<file path="src/rtl/mem_arbiter_pkg.sv">
// Shared codes for the unified memory arbiter: load/store size encodings and
// the owner state used to sequence responses.
package mem_arbiter_pkg;

    localparam logic [2:0] F3_LSB = 3'b000;
    localparam logic [2:0] F3_LSH = 3'b001;
    localparam logic [2:0] F3_LSW = 3'b010;
    localparam logic [2:0] F3_LBU = 3'b100;
    localparam logic [2:0] F3_LHU = 3'b101;

    typedef enum logic [1:0] {
        ARB_IDLE = 2'd0,
        ARB_INST = 2'd1,
        ARB_DATA = 2'd2
    } arb_owner_e;

    localparam int STARVE_W = 4;

endpackage

</file>
<file path="src/rtl/mem_arbiter_if.sv">
// Bundle of the fetch port, load/store port and memory-side signals around the
// arbiter; slave is the arbiter's view, master the core/memory side.
interface mem_arbiter_if #(
    parameter int ADDR_W = 8,
    parameter int DATA_W = 32
);
    logic              if_req;
    logic [ADDR_W-1:0] if_addr;
    logic              if_gnt;
    logic              if_rvalid;
    logic [DATA_W-1:0] if_rdata;

    logic              d_req;
    logic              d_we;
    logic [2:0]        d_func3;
    logic [ADDR_W-1:0] d_addr;
    logic [DATA_W-1:0] d_wdata;
    logic              d_gnt;
    logic              d_rvalid;
    logic [DATA_W-1:0] d_rdata;

    logic              mem_read;
    logic              mem_write;
    logic [2:0]        mem_func3;
    logic [ADDR_W-1:0] mem_addr;
    logic [DATA_W-1:0] mem_wdata;
    logic [DATA_W-1:0] mem_rdata;

    modport slave (
        input  if_req, if_addr, d_req, d_we, d_func3, d_addr, d_wdata, mem_rdata,
        output if_gnt, if_rvalid, if_rdata, d_gnt, d_rvalid, d_rdata,
               mem_read, mem_write, mem_func3, mem_addr, mem_wdata
    );

    modport master (
        output if_req, if_addr, d_req, d_we, d_func3, d_addr, d_wdata, mem_rdata,
        input  if_gnt, if_rvalid, if_rdata, d_gnt, d_rvalid, d_rdata,
               mem_read, mem_write, mem_func3, mem_addr, mem_wdata
    );

endinterface

</file>
<file path="src/rtl/mem_arbiter_starve_ctr.sv">
// Fetch starvation counter: counts consecutive denied fetch cycles, saturating
// at LIMIT, and flags when fetch must win the next arbitration.
module mem_arbiter_starve_ctr
    import mem_arbiter_pkg::*;
#(
    parameter int LIMIT = 4
) (
    input  logic clk,
    input  logic rst_n,
    input  logic clr,
    input  logic inc,
    output logic at_limit
);

    localparam logic [STARVE_W-1:0] LIMIT_C = STARVE_W'(LIMIT);

    logic [STARVE_W-1:0] count;

    always_ff @(posedge clk or negedge rst_n) begin
        if (!rst_n) begin
            count <= '0;
        end else if (clr) begin
            count <= '0;
        end else if (inc && (count != LIMIT_C)) begin
            count <= count + 1'b1;
        end
    end

    assign at_limit = (count == LIMIT_C);

endmodule

</file>
<file path="src/rtl/mem_arbiter.sv">
// Single-port memory arbiter: data-priority grant with a fetch starvation guard,
// direct memory drive, and registered one-cycle response per port.
//
// owner    | meaning
// ARB_IDLE | no access last cycle, no response pending
// ARB_INST | fetch owned the memory last cycle, if_rvalid this cycle
// ARB_DATA | load/store owned the memory last cycle, d_rvalid this cycle
module mem_arbiter
    import mem_arbiter_pkg::*;
#(
    parameter int ADDR_W       = 8,
    parameter int DATA_W       = 32,
    parameter int STARVE_LIMIT = 4
) (
    input  logic         clk,
    input  logic         rst_n,
    mem_arbiter_if.slave bus
);

    arb_owner_e        owner;
    logic              starve_hit;
    logic              gnt_inst;
    logic              gnt_data;
    logic              starve_clr;

    logic              mem_read_c;
    logic              mem_write_c;
    logic [2:0]        mem_func3_c;
    logic [ADDR_W-1:0] mem_addr_c;
    logic [DATA_W-1:0] mem_wdata_c;

    logic [DATA_W-1:0] if_rdata_q;
    logic [DATA_W-1:0] d_rdata_q;

    // Fetch wins when starved, otherwise only when data is not asking.
    assign gnt_inst   = bus.if_req && (starve_hit || !bus.d_req);
    assign gnt_data   = bus.d_req && !gnt_inst;
    assign starve_clr = !bus.if_req || gnt_inst;

    mem_arbiter_starve_ctr #(
        .LIMIT (STARVE_LIMIT)
    ) u_starve (
        .clk      (clk),
        .rst_n    (rst_n),
        .clr      (starve_clr),
        .inc      (!starve_clr),
        .at_limit (starve_hit)
    );

    always_comb begin
        mem_read_c  = 1'b0;
        mem_write_c = 1'b0;
        mem_func3_c = '0;
        mem_addr_c  = '0;
        mem_wdata_c = '0;
        if (gnt_inst) begin
            mem_func3_c = F3_LSW;
            mem_addr_c  = bus.if_addr;
        end else if (gnt_data) begin
            mem_read_c  = !bus.d_we;
            mem_write_c = bus.d_we;
            mem_func3_c = bus.d_func3;
            mem_addr_c  = bus.d_addr;
            if (bus.d_we) begin
                mem_wdata_c = bus.d_wdata;
            end
        end
    end

    always_ff @(posedge clk or negedge rst_n) begin
        if (!rst_n) begin
            owner      <= ARB_IDLE;
            if_rdata_q <= '0;
            d_rdata_q  <= '0;
        end else begin
            if (gnt_inst) begin
                owner      <= ARB_INST;
                if_rdata_q <= bus.mem_rdata;
            end else if (gnt_data) begin
                owner     <= ARB_DATA;
                // A store acknowledges with zero data rather than stale memory output.
                d_rdata_q <= bus.d_we ? '0 : bus.mem_rdata;
            end else begin
                owner <= ARB_IDLE;
            end
        end
    end

    assign bus.if_gnt    = gnt_inst;
    assign bus.d_gnt     = gnt_data;
    assign bus.if_rvalid = (owner == ARB_INST);
    assign bus.d_rvalid  = (owner == ARB_DATA);
    assign bus.if_rdata  = if_rdata_q;
    assign bus.d_rdata   = d_rdata_q;

    assign bus.mem_read  = mem_read_c;
    assign bus.mem_write = mem_write_c;
    assign bus.mem_func3 = mem_func3_c;
    assign bus.mem_addr  = mem_addr_c;
    assign bus.mem_wdata = mem_wdata_c;

endmodule

</file>
<file path="src/flat_wrapper.sv">
// flat-port wrapper written by rule: the top's interface ports become plain ports
module mem_arbiter_flat import mem_arbiter_pkg::*;
#(
    parameter int ADDR_W       = 8,
    parameter int DATA_W       = 32,
    parameter int STARVE_LIMIT = 4
)
  (clk, rst_n, bus_if_req, bus_if_addr, bus_d_req, bus_d_we, bus_d_func3, bus_d_addr, bus_d_wdata, bus_mem_rdata, bus_if_gnt, bus_if_rvalid, bus_if_rdata, bus_d_gnt, bus_d_rvalid, bus_d_rdata, bus_mem_read, bus_mem_write, bus_mem_func3, bus_mem_addr, bus_mem_wdata);
  mem_arbiter_if #(.ADDR_W(ADDR_W), .DATA_W(DATA_W)) bus_i ();
  input  logic clk;
  input  logic rst_n;
  input wire logic [$bits(bus_i.if_req)-1:0] bus_if_req;
  input wire logic [$bits(bus_i.if_addr)-1:0] bus_if_addr;
  input wire logic [$bits(bus_i.d_req)-1:0] bus_d_req;
  input wire logic [$bits(bus_i.d_we)-1:0] bus_d_we;
  input wire logic [$bits(bus_i.d_func3)-1:0] bus_d_func3;
  input wire logic [$bits(bus_i.d_addr)-1:0] bus_d_addr;
  input wire logic [$bits(bus_i.d_wdata)-1:0] bus_d_wdata;
  input wire logic [$bits(bus_i.mem_rdata)-1:0] bus_mem_rdata;
  output wire logic [$bits(bus_i.if_gnt)-1:0] bus_if_gnt;
  output wire logic [$bits(bus_i.if_rvalid)-1:0] bus_if_rvalid;
  output wire logic [$bits(bus_i.if_rdata)-1:0] bus_if_rdata;
  output wire logic [$bits(bus_i.d_gnt)-1:0] bus_d_gnt;
  output wire logic [$bits(bus_i.d_rvalid)-1:0] bus_d_rvalid;
  output wire logic [$bits(bus_i.d_rdata)-1:0] bus_d_rdata;
  output wire logic [$bits(bus_i.mem_read)-1:0] bus_mem_read;
  output wire logic [$bits(bus_i.mem_write)-1:0] bus_mem_write;
  output wire logic [$bits(bus_i.mem_func3)-1:0] bus_mem_func3;
  output wire logic [$bits(bus_i.mem_addr)-1:0] bus_mem_addr;
  output wire logic [$bits(bus_i.mem_wdata)-1:0] bus_mem_wdata;
  assign bus_i.if_req = bus_if_req;
  assign bus_i.if_addr = bus_if_addr;
  assign bus_i.d_req = bus_d_req;
  assign bus_i.d_we = bus_d_we;
  assign bus_i.d_func3 = bus_d_func3;
  assign bus_i.d_addr = bus_d_addr;
  assign bus_i.d_wdata = bus_d_wdata;
  assign bus_i.mem_rdata = bus_mem_rdata;
  assign bus_if_gnt = bus_i.if_gnt;
  assign bus_if_rvalid = bus_i.if_rvalid;
  assign bus_if_rdata = bus_i.if_rdata;
  assign bus_d_gnt = bus_i.d_gnt;
  assign bus_d_rvalid = bus_i.d_rvalid;
  assign bus_d_rdata = bus_i.d_rdata;
  assign bus_mem_read = bus_i.mem_read;
  assign bus_mem_write = bus_i.mem_write;
  assign bus_mem_func3 = bus_i.mem_func3;
  assign bus_mem_addr = bus_i.mem_addr;
  assign bus_mem_wdata = bus_i.mem_wdata;
  mem_arbiter #(.ADDR_W(ADDR_W), .DATA_W(DATA_W), .STARVE_LIMIT(STARVE_LIMIT)) u_core (.clk(clk), .rst_n(rst_n), .bus(bus_i));
endmodule
</file>
<file path="config.mk">
export PLATFORM = sky130hd
export DESIGN_NAME = mem_arbiter_flat
export DESIGN_NICKNAME = d
export VERILOG_FILES = /design/src/rtl/mem_arbiter_pkg.sv /design/src/rtl/mem_arbiter_if.sv /design/src/rtl/mem_arbiter_starve_ctr.sv /design/src/rtl/mem_arbiter.sv /design/src/flat_wrapper.sv
export SDC_FILE = /design/constraint.sdc
export NUM_CORES = 1
export LEC_CHECK = 0
export CORE_ASPECT_RATIO = 0.5
export CORE_UTILIZATION = 26
export DETAILED_ROUTE_END_ITERATION = 8
export DONT_BUFFER_PORTS = 1
export PLACE_DENSITY = 0.49
export SKIP_LAST_GASP = 1
export SLEW_MARGIN = 20
export SYNTH_ARGS = -nofsm -noshare
export SYNTH_HDL_FRONTEND = slang
export SYNTH_SLANG_ARGS = --single-unit
</file>
<file path="constraint.sdc">
create_clock -name clk -period 2.4 [get_ports clk]
set_clock_uncertainty 0.15 [all_clocks]
set_input_delay 0.48 -clock clk [delete_from_list [all_inputs] [get_ports clk]]
set_output_delay 0.48 -clock clk [all_outputs]
set_load 0.005 [all_outputs]
</file>
==> reports/metrics.csv <==
metric;value;unit
outcome;finished clean;
I/O Buffers;0;
Vias/cell;4.63;
sum of negative setup slack;0;ps
initial antenna violation count;5;
vias;2018;
Seq/Total Area, Yosys;52.9;%
Highest Clock Rate;430;MHz
post-layout min period;2330;ps
Most Crowded Layer GR;met2;
Mapped Cells;255;
Critical Path Sink Type;output port;
RSZ-0062 raised after global routing;true;
maximum VDD drop;0.000284;V
Die Area;13200;um^2
Longest Clk Path Bufs;2;
Netlist cell types;26;
Pleak;1.73;nW
CTS tree;built;
placed insts;408;
initial core utilization;27.3;%
Die W;162;um
Post-Layout Cell Count;436;
CP Launch Point;u_core.u_starve.count[0];
Initial DRT Pass Iterations;5;
Worst path max stage delay;400;ps
Setup violations, final;0;
DRT Wirelength;9550;um
EDFF count, synth;0;
hold_sp;bus_mem_rdata[30];
CTS root buffer;clkbuf_16;
clock-pin slew of the registers on the worst-case setup and hold paths;60;ps
Syn. warnings;0;
Ports;201;
Site Rows;28;
CP arrival;1700;ps
# clock sinks;70;
GRT Overall Usage;14.1;%
largest net degree at the start of global routing;71;
first-pass GRT wire length;13600;um
Final Max Slew Viols;0;
Final Cycle Share;97.0;%
max_slew headroom;76.0;%
Mapped Nets;345;
area delta synth->final;15.5;%
Final Hold Fails;0;
clock latency at the later pin of the worst-skew pair;320;ps
cell area after synthesis;3310;um^2
routing usage on met3;5.40;%
vias in the first global route;2163;
post-DP HPWL;7000;um
# nets final;351;
final core utilization;31.5;%
Crit Path Class;flop to output port;
drt wl/cell;21.9;um
pre-CTS WS;238;ps
core area;12100;um^2
crit path max fanout;7;
CTS Buf Count;9;
Post-DRT Antenna Nets;0;
M2 GR Usage;26.1;%
actual slew at the worst max-slew pin;359;ps
Pwr Density;761;nW/um^2
layout cells sized above 1;33.8;%
Final WS setup;73.1;ps
routability congestion estimate;0.671;
FF-to-FF Start;u_core.u_starve.count[0];
1st-iter DRT viols;75;
post-CTS setup buffer count;0;
cells along the critical path;inv_1 > ha_4 > nand4b_2 > and3_1 > a21o_1;
worst min-delay path class;input pin to flop;
global route overflow;0;
worst-path cell with the longest stage delay;dfrtp_1;
GRT met1 Usage;14.8;%
CP Launch Type;flop;
Async SR Flop Fraction;100;%
die height;81.8;um
syn avg cell area;13.0;um^2
Yosys reg bits;70;
htree depth;3;
DR DRC count;0;
Crit path required time;1770;ps
Max Cap Viol;0;
top_reg_cell synth;dfrtp_1;
[registers in the layout, summed over array words and instances (netlist names)]
signal / flops
u_core.bus.d_rdata: 32
u_core.bus.if_rdata: 32
u_core.owner: 2
u_core.u_starve.count: 4
[cell usage after synthesis (2+ instances only)]
| cell type | number | share of area [%] |
|---|---|---|
| clkbuf_2 | 2 | 0.30 |
| mux2_2 | 62 | 21 |
| dfrtp_1 | 70 | 53 |
| buf_8 | 3 | 1.4 |
| a21o_1 | 9 | 2.0 |
| nor2b_1 | 22 | 4.2 |
| inv_1 | 5 | 0.57 |
| and2b_1 | 12 | 2.7 |
| nor2_1 | 5 | 0.57 |
| and2_1 | 32 | 6.0 |
| clkbuf_1 | 5 | 0.57 |
| ha_1 | 2 | 0.76 |
| buf_6 | 3 | 1.0 |
| mux2_1 | 2 | 0.68 |
| and3_1 | 10 | 1.9 |
[cell families (layout without fill, tap and decap cells)]
family / count (synthesis) / in the layout / share of synthesized area (%)
compound gates: 11 / 11 / 2.76
xor+xnor: 2 / 2 / 0.529
fa+ha+maj: 2 / 2 / 0.756
buf+inv: 20 / 26 / 4.20
flops: 70 / 70 / 52.9
mux: 64 / 64 / 21.8
other cells: 0 / 5 / 0
simple gates: 86 / 91 / 17.1
[power breakdown]
| part | switching (mW) | internal, mW |
|---|---|---|
| registers | 0.106 | 1.31 |
| clock network | 0.465 | 0.722 |
| logic | 0.133 | 0.168 |
| total | 0.704 | 2.20 |
[stage by stage]
step	power, mW	hold WS [ps]	area, um^2
6_report	2.91	152	3820
5_1_grt	3.06	133	3820
2_1_floorplan	1.65	34.4	3310
3_5_place_dp	1.71	35.3	3430
4_1_cts	2.96	138	3770
3_3_place_gp	1.70	35.8	3430
[final timing paths]
check	endpoint	slack [ps]	cells after the start
setup / recovery	bus_mem_addr[3]	70	5
hold / removal	u_core.bus.if_rdata[30]	150	1
setup reg to reg	u_core.bus.if_rdata[5]	330	6
hold reg to reg	u_core.u_starve.count[0]	340	1
max in group asynchronous	u_core.bus.d_rdata[0]	1250	2
min in group asynchronous	u_core.bus.d_rdata[21]	570	2
[cells in the final DEF, fill, tap and decap left out, types with 3 or more instances in the layout]
master and n:
and3_4 3, mux2_2 62, inv_1 5, and3_1 10, nor2_1 5, and2_1 32
clkinv_2 3, and2b_1 12, diode_2 5, nor2b_1 22, a21o_1 9, dfrtp_1 70
clkbuf_16 9
[layer usage]
metal	vias up	wire length, um
met5	-	0
met3	8	727
met2	92	5140
li1	888	-
met4	0	138
met1	1030	3540
[what timing repair did]
| item | 4_1_cts | 5_1_grt |
|---|---|---|
| gates cloned | 2 | 3 |
| hold buffers | 2 | 0 |
| resized for setup | 2 | 2 |
| endpoints found under the setup margin | 33 | 41 |
| pin swaps | 2 | 3 |
| endpoints found under the hold margin | 70 | 0 |
[cell type report]
class,instances,area (um^2)
tap,165,206
inverter,5,18.8
antenna,5,12.5
sequential,70,1750
clock buffer,12,246
clock inverter,4,22.5
multi-input combinational,170,1490
timing repair buffer,5,72.6
fill,1234,8300
[worst max-delay path: cells and delay by family, from the launching register on]
family,cells,cell delay (ps)
and+or+nand+nor,2,460
DFF,1,400
AOI/OAI and AO/OA,1,210
adders and majority gates,1,190
buffers and inverters,1,110
Note: power is estimated with default switching activity, not from simulation.
